**src/rtl/monitor_pkg.sv**
```systemverilog
// Shared types and sizing helpers for the AGC monitor port.
package monitor_pkg;

  localparam int unsigned WORD_W = 16;

  typedef enum logic [1:0] {
    IDLE    = 2'd0,
    ARMED   = 2'd1,
    HOLD    = 2'd2,
    RELEASE = 2'd3
  } inj_state_e;

  // Width of the injector wait counter; never below 1 bit.
  function automatic int unsigned tmo_w(input int unsigned timeout);
    return (timeout < 2) ? 1 : $clog2(timeout);
  endfunction

endpackage

```
**src/rtl/monitor_fifo.sv**
```systemverilog
// Synchronous capture FIFO; a push is accepted when full only alongside a pop.
module monitor_fifo
  import monitor_pkg::*;
#(
  parameter int unsigned DEPTH = 8
) (
  input  logic              clk,
  input  logic              rst,
  input  logic              push,
  input  logic [WORD_W-1:0] push_data,
  input  logic              pop,
  output logic              full,
  output logic              empty,
  output logic [WORD_W-1:0] head_data
);

  localparam int unsigned AW = $clog2(DEPTH);

  logic [WORD_W-1:0] mem_q [DEPTH];
  logic [AW-1:0]     wr_ptr_q, wr_ptr_d;
  logic [AW-1:0]     rd_ptr_q, rd_ptr_d;
  logic [AW:0]       count_q,  count_d;
  logic              do_push, do_pop;

  assign full      = (count_q == (AW+1)'(DEPTH));
  assign empty     = (count_q == '0);
  assign do_pop    = pop && !empty;
  assign do_push   = push && (!full || do_pop);
  assign head_data = mem_q[rd_ptr_q];

  always_comb begin
    wr_ptr_d = wr_ptr_q;
    rd_ptr_d = rd_ptr_q;
    count_d  = count_q;
    if (do_push) wr_ptr_d = wr_ptr_q + 1'b1;
    if (do_pop)  rd_ptr_d = rd_ptr_q + 1'b1;
    case ({do_push, do_pop})
      2'b10:   count_d = count_q + 1'b1;
      2'b01:   count_d = count_q - 1'b1;
      default: count_d = count_q;
    endcase
  end

  always_ff @(posedge clk) begin
    if (rst) begin
      wr_ptr_q <= '0;
      rd_ptr_q <= '0;
      count_q  <= '0;
    end else begin
      wr_ptr_q <= wr_ptr_d;
      rd_ptr_q <= rd_ptr_d;
      count_q  <= count_d;
    end
  end

  always_ff @(posedge clk) begin
    if (do_push) mem_q[wr_ptr_q] <= push_data;
  end

endmodule

```
**src/rtl/agc_monitor_port.sv**
```systemverilog
// AGC monitor port: filtered capture of MWL strobes into a FIFO, and a
// gated MDT injector driven by a host handshake.
module agc_monitor_port
  import monitor_pkg::*;
#(
  parameter int unsigned DEPTH   = 8,
  parameter int unsigned TIMEOUT = 1024,
  parameter int unsigned CNTW    = 8
) (
  input  logic              clk,
  input  logic              rst,
  input  logic [WORD_W-1:0] MWL,
  input  logic              MONWT,
  input  logic [WORD_W-1:0] cfg_mask,
  input  logic [WORD_W-1:0] cfg_match,
  output logic              cap_valid,
  input  logic              cap_ready,
  output logic [WORD_W-1:0] cap_data,
  output logic              cap_ovf,
  input  logic              ovf_clr,
  output logic [CNTW-1:0]   drop_cnt,
  input  logic              inj_valid,
  output logic              inj_ready,
  input  logic [WORD_W-1:0] inj_data,
  input  logic              MDTGATE,
  output logic [WORD_W-1:0] MDT,
  output logic              inj_done,
  output logic              inj_err
);

  localparam int unsigned TW = tmo_w(TIMEOUT);

  // ---------------- capture path ----------------
  logic              monwt_q;
  logic              rise, hit, push_req, pop, drop;
  logic              full, empty;
  logic [WORD_W-1:0] head_data;
  logic              ovf_q;
  logic [CNTW-1:0]   drop_q;

  assign rise     = MONWT && !monwt_q;
  assign hit      = ((MWL & cfg_mask) == cfg_match);
  assign push_req = rise && hit;
  assign pop      = cap_valid && cap_ready;
  assign drop     = push_req && full && !pop;

  assign cap_valid = !empty;
  assign cap_data  = empty ? '0 : head_data;
  assign cap_ovf   = ovf_q;
  assign drop_cnt  = drop_q;

  monitor_fifo #(.DEPTH(DEPTH)) u_fifo (
    .clk       (clk),
    .rst       (rst),
    .push      (push_req),
    .push_data (MWL),
    .pop       (pop),
    .full      (full),
    .empty     (empty),
    .head_data (head_data)
  );

  // A drop in the same cycle as ovf_clr restarts the count at one.
  always_ff @(posedge clk) begin
    if (rst) begin
      monwt_q <= 1'b0;
      ovf_q   <= 1'b0;
      drop_q  <= '0;
    end else begin
      monwt_q <= MONWT;
      if (drop) begin
        ovf_q  <= 1'b1;
        if (ovf_clr)            drop_q <= CNTW'(1);
        else if (drop_q != '1)  drop_q <= drop_q + 1'b1;
      end else if (ovf_clr) begin
        ovf_q  <= 1'b0;
        drop_q <= '0;
      end
    end
  end

  // ---------------- inject path ----------------
  inj_state_e        state_q, state_d;
  logic [WORD_W-1:0] word_q,  word_d;
  logic [TW-1:0]     tcnt_q,  tcnt_d;
  logic              done_q,  done_d;
  logic              err_q,   err_d;

  always_comb begin
    state_d = state_q;
    word_d  = word_q;
    tcnt_d  = '0;
    done_d  = 1'b0;
    err_d   = 1'b0;
    case (state_q)
      IDLE: begin
        if (inj_valid) begin
          word_d  = inj_data;
          state_d = ARMED;
        end
      end
      ARMED: begin
        if (MDTGATE) begin
          state_d = HOLD;
        end else if (tcnt_q == TW'(TIMEOUT - 1)) begin
          state_d = IDLE;
          err_d   = 1'b1;
        end else begin
          tcnt_d  = tcnt_q + 1'b1;
        end
      end
      HOLD: begin
        if (!MDTGATE) begin
          state_d = RELEASE;
          done_d  = 1'b1;
        end
      end
      RELEASE: state_d = IDLE;
      default: state_d = IDLE;
    endcase
  end

  always_ff @(posedge clk) begin
    if (rst) begin
      state_q <= IDLE;
      word_q  <= '0;
      tcnt_q  <= '0;
      done_q  <= 1'b0;
      err_q   <= 1'b0;
    end else begin
      state_q <= state_d;
      word_q  <= word_d;
      tcnt_q  <= tcnt_d;
      done_q  <= done_d;
      err_q   <= err_d;
    end
  end

  assign inj_ready = (state_q == IDLE);
  assign MDT       = (state_q == ARMED || state_q == HOLD) ? word_q : '0;
  assign inj_done  = done_q;
  assign inj_err   = err_q;

endmodule

```
**config.mk**
```make
export PLATFORM = sky130hd
export DESIGN_NAME = agc_monitor_port
export DESIGN_NICKNAME = d
export VERILOG_FILES = /design/src/rtl/monitor_pkg.sv /design/src/rtl/monitor_fifo.sv /design/src/rtl/agc_monitor_port.sv
export SDC_FILE = /design/constraint.sdc
export NUM_CORES = 1
export LEC_CHECK = 0
export CORE_ASPECT_RATIO = 0.8
export CORE_MARGIN = 3
export CORE_UTILIZATION = 60
export CTS_BUF_LIST = sky130_fd_sc_hd__clkbuf_2 sky130_fd_sc_hd__clkbuf_4 sky130_fd_sc_hd__clkbuf_8
export DETAILED_ROUTE_END_ITERATION = 16
export GPL_TIMING_DRIVEN = 0
export PLACE_DENSITY = 0.84
export SYNTH_ARGS = -nofsm -noshare
export SYNTH_HDL_FRONTEND = slang
export SYNTH_SLANG_ARGS = --single-unit
```
**constraint.sdc**
```tcl
create_clock -name clk -period 10.8 [get_ports clk]
set_clock_uncertainty 0.15 [all_clocks]
set_input_delay 2.16 -clock clk [delete_from_list [all_inputs] [get_ports clk]]
set_output_delay 2.16 -clock clk [all_outputs]
set_load 0.05 [all_outputs]
```
### Yosys cells after proc, flatten, opt, wreduce, memory -nomap -nowiden

Memory sizes are Yosys's and may differ from the RTL's. A register that Yosys moved wholly into a read port is not among the register bits.
Index checks and enable logic that the tools add are counted.

* bits in registers: 50
* bits in writable memories: 128
* bits of input ports: 71
* output and inout bits: 45
* logic and storage cells: 77
* memories: 1

Memory list
* u_fifo.mem_q: words 8, bits a word 16, rd ports 1, clocked after memory_dff 1, write ports 1, RTL line monitor_fifo.sv:19 `logic [WORD_W-1:0] mem_q [DEPTH];`

* add/sub/neg operators: 6
* eq/ne operators: 12
* muxes and demuxes: 20
* bitwise gates (word level): 3
* reductions and logical operators: 24

Operators with widths (number)
* 2-to-1 mux 16 bit: 2
* 2-to-1 mux 8 bit: 4
* AND 16 bit: 1
* == test 16 bit: 1
* adder 10 x 1 -> 10 bit, second input constant: 1
* == test 10 bit, second input constant: 1
* adder 8 x 1 -> 8 bit, second input constant: 1
* 2-to-1 mux 2 bit: 4
* inequality test 8 bit, second input constant: 1
* one-hot mux 2 bit (4 select lines): 1
* one-hot mux 4 bit (2 select lines): 1
* logical AND 1 bit: 7
* adder 3 x 1 -> 3 bit, second input constant: 2
* == test 2 bit, second input constant: 3
* 2-to-1 mux 1 bit: 6
* 2-to-1 mux 3 bit: 2
* nonzero test 2 bit: 3
* adder 4 x 1 -> 4 bit, second input constant: 1
* == test 2 x 1 -> 1 bit, second input constant: 2
* == test 4 bit, second input constant: 1
* logical NOT 1 bit: 4
* logical NOT 4 bit: 1
* inequality test 2 bit, second input constant: 2
* AND reduction 2 bit: 2
* 9 further kinds: 11

### Longest topological paths before layout

* depth in word-level cells: 8
* mapped depth: 13
* mapped depth without buffers: 12

### By module

From an unflattened synthesis, not the netlist that was laid out.

* cell total of the unflattened synthesis: 540
* area total of the unflattened synthesis: 7853.8 µm²

Modules (own cells, without submodules)
* monitor_fifo: times used 1, cells an instance 268, area each 5685.5 µm², sequential area each 4103.9 µm²
* agc_monitor_port: times used 1, cells an instance 272, area each 2168.3 µm², sequential area each 800.8 µm²

### Worst setup path before layout

OpenSTA, ideal clock, no wires.

* kind: in2reg
* start point: in MWL[10]
* end point: mem u_fifo.mem_q[0][0], enable pin
* library setup time: 409 ps
* arrival: 4320 ps
* required time: 10241 ps
* setup slack: 5921 ps
* stages on the path: 6
* buffers on the path: 0
* cell sequence: a21o_1 -> a211oi_2 -> nand4_1 -> nor4_2 -> nand2b_1 -> nor3_1

* longest elaborated chain between the ends: 6

Ends and longest elaborated chain
* start, declared: RTL line agc_monitor_port.sv:12 `input logic [WORD_W-1:0] MWL,`
* AND 16 bit: RTL line agc_monitor_port.sv:42 `assign hit = ((MWL & cfg_mask) == cfg_match);`
* == test 16 bit: RTL line agc_monitor_port.sv:42
* logical AND 1 bit: RTL line agc_monitor_port.sv:43 `assign push_req = rise && hit;`
* logical AND 1 bit: RTL line monitor_fifo.sv:28 `assign do_push = push && (!full || do_pop);`
* 2-to-1 mux 1 bit: RTL line monitor_fifo.sv:57 `if (do_push) mem_q[wr_ptr_q] <= push_data;`
* 2-to-1 mux 1 bit (not written as such): RTL line monitor_fifo.sv:57
* end, declared: RTL line monitor_fifo.sv:19

No other way between the ends.

### Worst setup path in the final report

* start point: reg u_fifo.count_q[0]
* end point: out cap_data[12]

* longest elaborated chain between the ends: 2

Ends and longest elaborated chain
* start, declared: RTL line monitor_fifo.sv:22 `logic [AW:0] count_q, count_d;`
* start signal, assigned: RTL line monitor_fifo.sv:52 `count_q <= count_d;`
* logical NOT 4 bit: RTL line monitor_fifo.sv:26 `assign empty = (count_q == '0);`
* 2-to-1 mux 16 bit: RTL line agc_monitor_port.sv:48 `assign cap_data = empty ? '0 : head_data;`
* end, declared: RTL line agc_monitor_port.sv:18 `output logic [WORD_W-1:0] cap_data,`

No other way between the ends.

==> results.py <==
metrics = {
    "synth": {
        "syn-mean-instance-area_um2": 14.0,
        "synthDominantAreaCellType": "sky130_fd_sc_hd__edfxtp_1",
        "synth_edf_count": 128,
        "synthesis.nets": 622,
        "ys_warn_count": 0,
        "netlist_instances": 541,
        "post-synth-top-area-fraction_pct": 50.6,
        "synth.yosys.seq_area_share_pct": 64.5,
        "synth_async_sr_flop_share_pct": 0,
        "synth_cell_types": 48,
        "ys.flop_type": "sky130_fd_sc_hd__edfxtp_1",
        "netlist_area_um2": 7600,
        "ys_seq_elements": 181,
        "synth_top_cells_by_area": "sky130_fd_sc_hd__edfxtp_1 51%, sky130_fd_sc_hd__dfxtp_1 14%, sky130_fd_sc_hd__mux4_2 9.5%, sky130_fd_sc_hd__mux2i_1 2.8%, sky130_fd_sc_hd__nor2_1 2.6%",
    },
    "setup_path": {
        "wp_data_required_ps": 8490,
        "critical_path.startpoint_type": "flip-flop",
        "path_class": "flip-flop to output pin",
        "cp_data_arrival_time_ps": 3200,
        "cp_max_fo": 10,
        "endpoint_kind": "output pin",
    },
    "placed_design": {
        "placed_standard_cell_area_um2": 9050,
        "dp_slack_ps": 5200,
        "port_buffers": 114,
        "hpwlAfterDp_um": 12000,
        "globalplace.congestion": 0.795,
    },
    "finish": {
        "final_core_util_pct": 76.7,
        "share_of_post_route_cells_with_drive_strength_above_1_pct": 13.9,
        "num-nets-final": 760,
        "layout_area_growth_over_synthesis_pct": 24.1,
        "fillers": 717,
        "antenna_cells": 0,
        "layout.cell_area.non_filler_um2": 9430,
        "layout_common_cells": "128 x sky130_fd_sc_hd__edfxtp_1, 114 x sky130_fd_sc_hd__clkdlybuf4s50_1, 53 x sky130_fd_sc_hd__dfxtp_1",
        "leading_cell_type_in_the_layout_fill_and_taps_excluded": "sky130_fd_sc_hd__edfxtp_1",
    },
    "grt": {
        "grt_antenna_before_repair": 0,
        "grt_use_total_pct": 24.2,
        "grt_first_pass_wirelength_um": 25800,
        "first_global_vias": 5011,
        "overflow": 0,
        "grt_start_max_net_pins": 18,
    },
    "clocking": {
        "tritoncts.num_buffers": 17,
        "clk_transition_reported_paths_ps": 100,
        "postCtsHoldBufs": 0,
        "cts_repair_resize_count": 0,
        "clock_insertion_delay_worst_skew_ps": 450,
        "cts_tree": "built",
        "clock_tree.root_cell": "sky130_fd_sc_hd__clkbuf_8",
        "clock_sinks": 181,
        "cts_post_setup_buffers_inserted": 0,
        "ctsHtreeMaxLevel": 4,
        "cts_max_path_buffers": 2,
    },
    "power_and_ir_drop": {
        "power_density_nw_per_um2": 137,
        "static_power_due_to_leakage_nw": 3.10,
        "total_power_mw": 1.29,
        "irDropWorstVdd_uv": 94.2,
    },
    "route": {
        "detail_route.wl_per_cell_um": 19.3,
        "drc": 0,
        "finalWirelength_um": 16600,
        "vias": 4952,
        "detail_route.vias_per_cell": 5.74,
        "antenna_left": 0,
        "drtIter0Drc": 472,
        "drt_pass1_iterations": 5,
    },
    "floorplanning": {
        "top_level_ports": 116,
        "initial_core_util_pct": 61.8,
        "fp-row-count": 36,
        "die_width_um": 132,
        "die_area_um2": 14100,
        "floorplan.die.height_um": 107,
        "coreArea_um2": 12300,
    },
    "timing": {
        "setup_total_negative_slack_ps": 0,
        "period_minus_slack_ps": 5510,
        "rsz0062_at_grt": "no",
        "max_slew_margin_pct": 25.3,
        "final_critical_path_setup_slack_ps": 5290,
        "finalHoldViolCount": 0,
        "worst-slew-pin-transition_ps": 1110,
        "max_transition_viols_final": 0,
        "timing.final.crit_share_pct": 51.0,
        "fmaxAchievable_mhz": 182,
        "timing.final.setup_violations": 0,
    },
    "worst_hold_path": {
        "worst_hold_check_path_type": "flip-flop to flip-flop",
    },
    "run_status": {
        "run_status": "complete, no violations",
    },
    "job": {
        "max_cap_violations": 0,
    },
}
## flip-flops by register name, indices dropped and copies added (netlist names), named ones only
| signal | cells |
|---|---|
| monwt_q | 1 |
| u_fifo.count_q | 4 |
| u_fifo.mem_q | 128 |
| u_fifo.wr_ptr_q | 3 |
| inj_err | 1 |
| tcnt_q | 10 |
| drop_cnt | 8 |
| state_q | 1 |
| cap_ovf | 1 |
| inj_done | 1 |
| word_q | 16 |
| u_fifo.rd_ptr_q | 3 |
## final cells by class
| class | count | area (um2) | share of cell area [%] |
|---|---|---|---|
| Buffer | 19 | 82.6 | 0.876 |
| Inverter | 9 | 33.8 | 0.358 |
| Tap cell | 171 | 214 | 2.27 |
| Multi-Input combinational cell | 332 | 2600 | 27.6 |
| Timing Repair Buffer | 119 | 1210 | 12.9 |
| Clock inverter | 14 | 139 | 1.47 |
| Sequential cell | 181 | 4900 | 52.0 |
| Clock buffer | 18 | 241 | 2.56 |
## report_power, final
group	internal [mW]	total [mW]	switching (mW)	leakage [nW]
Sequential	0.747	0.751	0.00353	1.58
Clock	0.192	0.442	0.250	0.189
Combinational	0.0432	0.0986	0.0554	1.34
## cell usage after synthesis, drive strengths merged, types with 3 or more instances
| master | number |
|---|---|
| o21ai | 8 |
| nand2b | 3 |
| inv | 9 |
| a211oi | 3 |
| and2 | 18 |
| ha | 10 |
| nor2b | 3 |
| nand4 | 12 |
| nor2 | 53 |
| xor2 | 14 |
| buf | 5 |
| mux2i | 21 |
| or3 | 7 |
| edfxtp | 128 |
| xnor2 | 5 |
| mux4 | 32 |
| dfxtp | 53 |
| and3 | 8 |
| nor4 | 5 |
| nor3 | 4 |
| and4 | 4 |
| nand2 | 51 |
| and3b | 3 |
| nand3 | 14 |
| a21o | 3 |
| a21oi | 34 |
| clkbuf | 14 |
## per-stage QoR
step | cells | hold WS (ps)
after floorplan | 541 | 280
after global placement | 826 | 291
after detailed placement | 831 | 296
after CTS | 863 | 309
after global routing | 863 | 331
final | 863 | 308
## worst max-delay path, stage by stage, from the launching register on
cell and delay, ps:
sky130_fd_sc_hd__dfxtp_1 390, sky130_fd_sc_hd__nor4_2 960, sky130_fd_sc_hd__clkbuf_1 510, sky130_fd_sc_hd__nor2_1 140, sky130_fd_sc_hd__clkdlybuf4s50_1 750
## layer usage
| metal | wire length, um | vias to the layer above | global-route usage (%) |
|---|---|---|---|
| li1 | - | 2309 | - |
| met1 | 6920 | 2434 | 32.4 |
| met2 | 8320 | 182 | 39.8 |
| met3 | 1070 | 27 | 5.91 |
| met4 | 300 | 0 | 7.87 |
| met5 | 0 | - | 0 |
## final timing paths
check                         start                end  slack, ps  cells after the start
setup / recovery  u_fifo.count_q[0]       cap_data[12]       5290                      4
hold / removal           word_q[10]         word_q[10]        310                      2
setup reg to reg  u_fifo.count_q[0]  u_fifo.count_q[2]       7450                      9
hold reg to reg          word_q[10]         word_q[10]        310                      2
## cell families (layout without fill, tap and decap cells)
kind of cell	after synthesis	count (layout)	share of synthesized area [%]
and+or+nand+nor	191	191	13.1
DFF	181	181	64.5
AOI/OAI and AO/OA	59	59	4.71
muxes	53	53	12.2
buffers and inverters	28	179	1.53
xor gates and xnor gates	19	19	2.19
adders and majority gates	10	10	1.65
Note: power is estimated with default switching activity, not from simulation.
==> edit (same flow settings) <==
`WORD_W`: 16 -> 20.
--- a/src/rtl/monitor_pkg.sv
+++ b/src/rtl/monitor_pkg.sv
@@ -2,5 +2,5 @@
 package monitor_pkg;
 
-  localparam int unsigned WORD_W = 16;
+  localparam int unsigned WORD_W = 20;
 
   typedef enum logic [1:0] {
Interface: changed (6 resized); port bits go from 116 to 140. The function was not compared with the original's and may differ.
==> edit against the original RTL <==
- worst setup slack improved by 150 ps
- area after synthesis increased by 19%
- total power increased by 31%
- register-to-register slack improved by 160 ps
- sequential cell count increased by 36
- final area increased by 22%
- first-iteration DRC count increased by 8.9%
- wire length increased by 26%
==> edit: results (changes against the original RTL) <==
[clock_network]
cts_resized = 0  ; unchanged
cts_max_path_buffers = 3  ; +1
clkTransAtPathRegs_ps = 70  ; -30 ps
clkLatencyLatePin_ps = 560  ; +110 ps
cts-buffers-inserted = 31  ; +14
cts_htree_levels = 1  ; -3

[place]
dpl_cell_area_sq_um = 10900  ; +20%
dp_hpwl_mm = 14.5  ; +20%
dp_cells = 951  ; +14%
gp_congestion = 0.838  ; +5.4%
numPortBuffers = 139  ; +22%

[power_and_ir_drop]
switchingPower_uw = 369  ; +19%
vdd_ir_drop_max_mv = 0.0976  ; +3.6%
cellLeakagePower_nw = 3.88  ; +25%

[global_route]
first_global_vias = 6123  ; +22%
grt_pass1_wl_mm = 32.2  ; +25%
track_usage_pct = 25.6  ; +1.4 points
grt_max_degree = 16  ; -2

[drt]
routed-via-count = 5975  ; +21%
routed_wl_mm = 21.0  ; +26%
vias_per_cell = 5.92  ; +3.2%
drtIter0Drc = 514  ; +8.9%

[cells_and_area]
top_regs = u_fifo.mem_q x160, word_q x20, tcnt_q x10
nNetsFinal = 897  ; +18%
fillers = 760  ; +6.0%
drive_gt1_share_pct = 16.2  ; +2.4 points

[critical_path]
reg2reg_depth = 12  ; +3
regToRegSetupSlack_ps = 7610  ; +160 ps
arrival_ps = 3050  ; -150 ps

[worst_hold_path]
min_path_type = reg2reg
worstHoldStart = word_q[5]
min_to = word_q[5]

[sta]
hold_ws_ps = 306  ; -2.01 ps
relSlewSlack_pct = 37.5  ; +12 points

[yosys]
synth_edf_count = 160  ; +25%
yosys_warnings = 0  ; unchanged
syn_avg_cell_area_sq_um = 14.6  ; +4.1%
synth_common_cells = 160 x edfxtp_1, 61 x nand2_1, 57 x dfxtp_1, 55 x nor2_1, 40 x mux4_2
ys_seq_area_share_pct = 65.8  ; +1.2 points
synthTopCellsByArea = edfxtp_1 53%, dfxtp_1 13%, mux4_2 10%, mux2i_1 2.8%, nand2_1 2.5%
syn_nets = 715  ; +15%

[status]
status = finished clean

-- edit: cell types whose count changed after synthesis, moves of 4 or more --
cell      unedited run  this run
buf_1                1         5
and2_1              18        23
mux4_2              32        40
edfxtp_1           128       160
nand2_1             51        61
dfxtp_1             53        57
a21oi_1             34        39
nand4_1             10         4
mux2i_1             21        25
-- edit: power by group through the flow --
stage / combinational [mW] / clock (mW) / sequential (mW)
CTS: 0.118 / 0.676 / 0.905
global route: 0.128 / 0.712 / 0.905
floorplan: 0.0551 / 0 / 0.922
detailed placement: 0.117 / 0 / 0.923
global placement: 0.112 / 0 / 0.922
finish: 0.118 / 0.669 / 0.905
-- edit: routing by layer --
| metal | vias up | part of all wire, % | GRT usage (%) |
|---|---|---|---|
| met5 | - | 0 | 0 |
| met1 | 2936 | 39 | 34.4 |
| met4 | 0 | 1.7 | 6.09 |
| met2 | 310 | 50 | 43.1 |
| met3 | 36 | 9.2 | 6.31 |
| li1 | 2693 | - | - |
-- edit: area by class of cell --
class / count / share of cell area [%]
Multi-Input combinational cell: 367 / 25.9
Sequential cell: 217 / 51.6
Tap cell: 184 / 2.00
Timing Repair Buffer: 149 / 13.6
Clock buffer: 47 / 5.07
Clock inverter: 11 / 0.695
Inverter: 10 / 0.326
Buffer: 24 / 0.825
-- edit: critical path, cell delays in order (launching register included) --
cell	delay, ps
dfxtp_1	370
or3_1	460
nor2_1	250
clkbuf_1	550
nor2_1	120
clkdlybuf4s50_1	750
-- edit: worst max path at each step --
stage	start	end	slack (ps)	cells after the start
4_1_cts	u_fifo.count_q[0]	cap_data[11]	5450	5
3_5_place_dp	MWL[5]	u_fifo.mem_q[3][1]	5030	8
6_report	u_fifo.count_q[0]	cap_data[11]	5440	5
5_1_grt	u_fifo.count_q[0]	cap_data[9]	5270	5
2_1_floorplan	MWL[15]	u_fifo.mem_q[0][0]	5520	6
3_3_place_gp	MWL[19]	u_fifo.mem_q[0][1]	3330	7
-- edit: cell families (layout without fill, tap and decap cells) --
| family | count (synthesis) | after routing | synth area share [%] |
|---|---|---|---|
| AOI/OAI and AO/OA | 68 | 68 | 4.82 |
| xor gates and xnor gates | 21 | 21 | 2.03 |
| adders and majority gates | 10 | 10 | 1.38 |
| buffers and inverters | 34 | 241 | 1.47 |
| DFF | 217 | 217 | 65.8 |
| muxes | 65 | 65 | 12.7 |
| and+or+nand+nor | 203 | 203 | 11.8 |
-- edit: stage by stage --
stage	power, mW	util (%)	setup slack, ps
2_1_floorplan	0.977	-	5520
3_3_place_gp	1.03	73.6	3330
3_5_place_dp	1.04	74.9	5030
4_1_cts	1.70	79.5	5450
5_1_grt	1.75	79.5	5270
6_report	1.69	79.5	5440
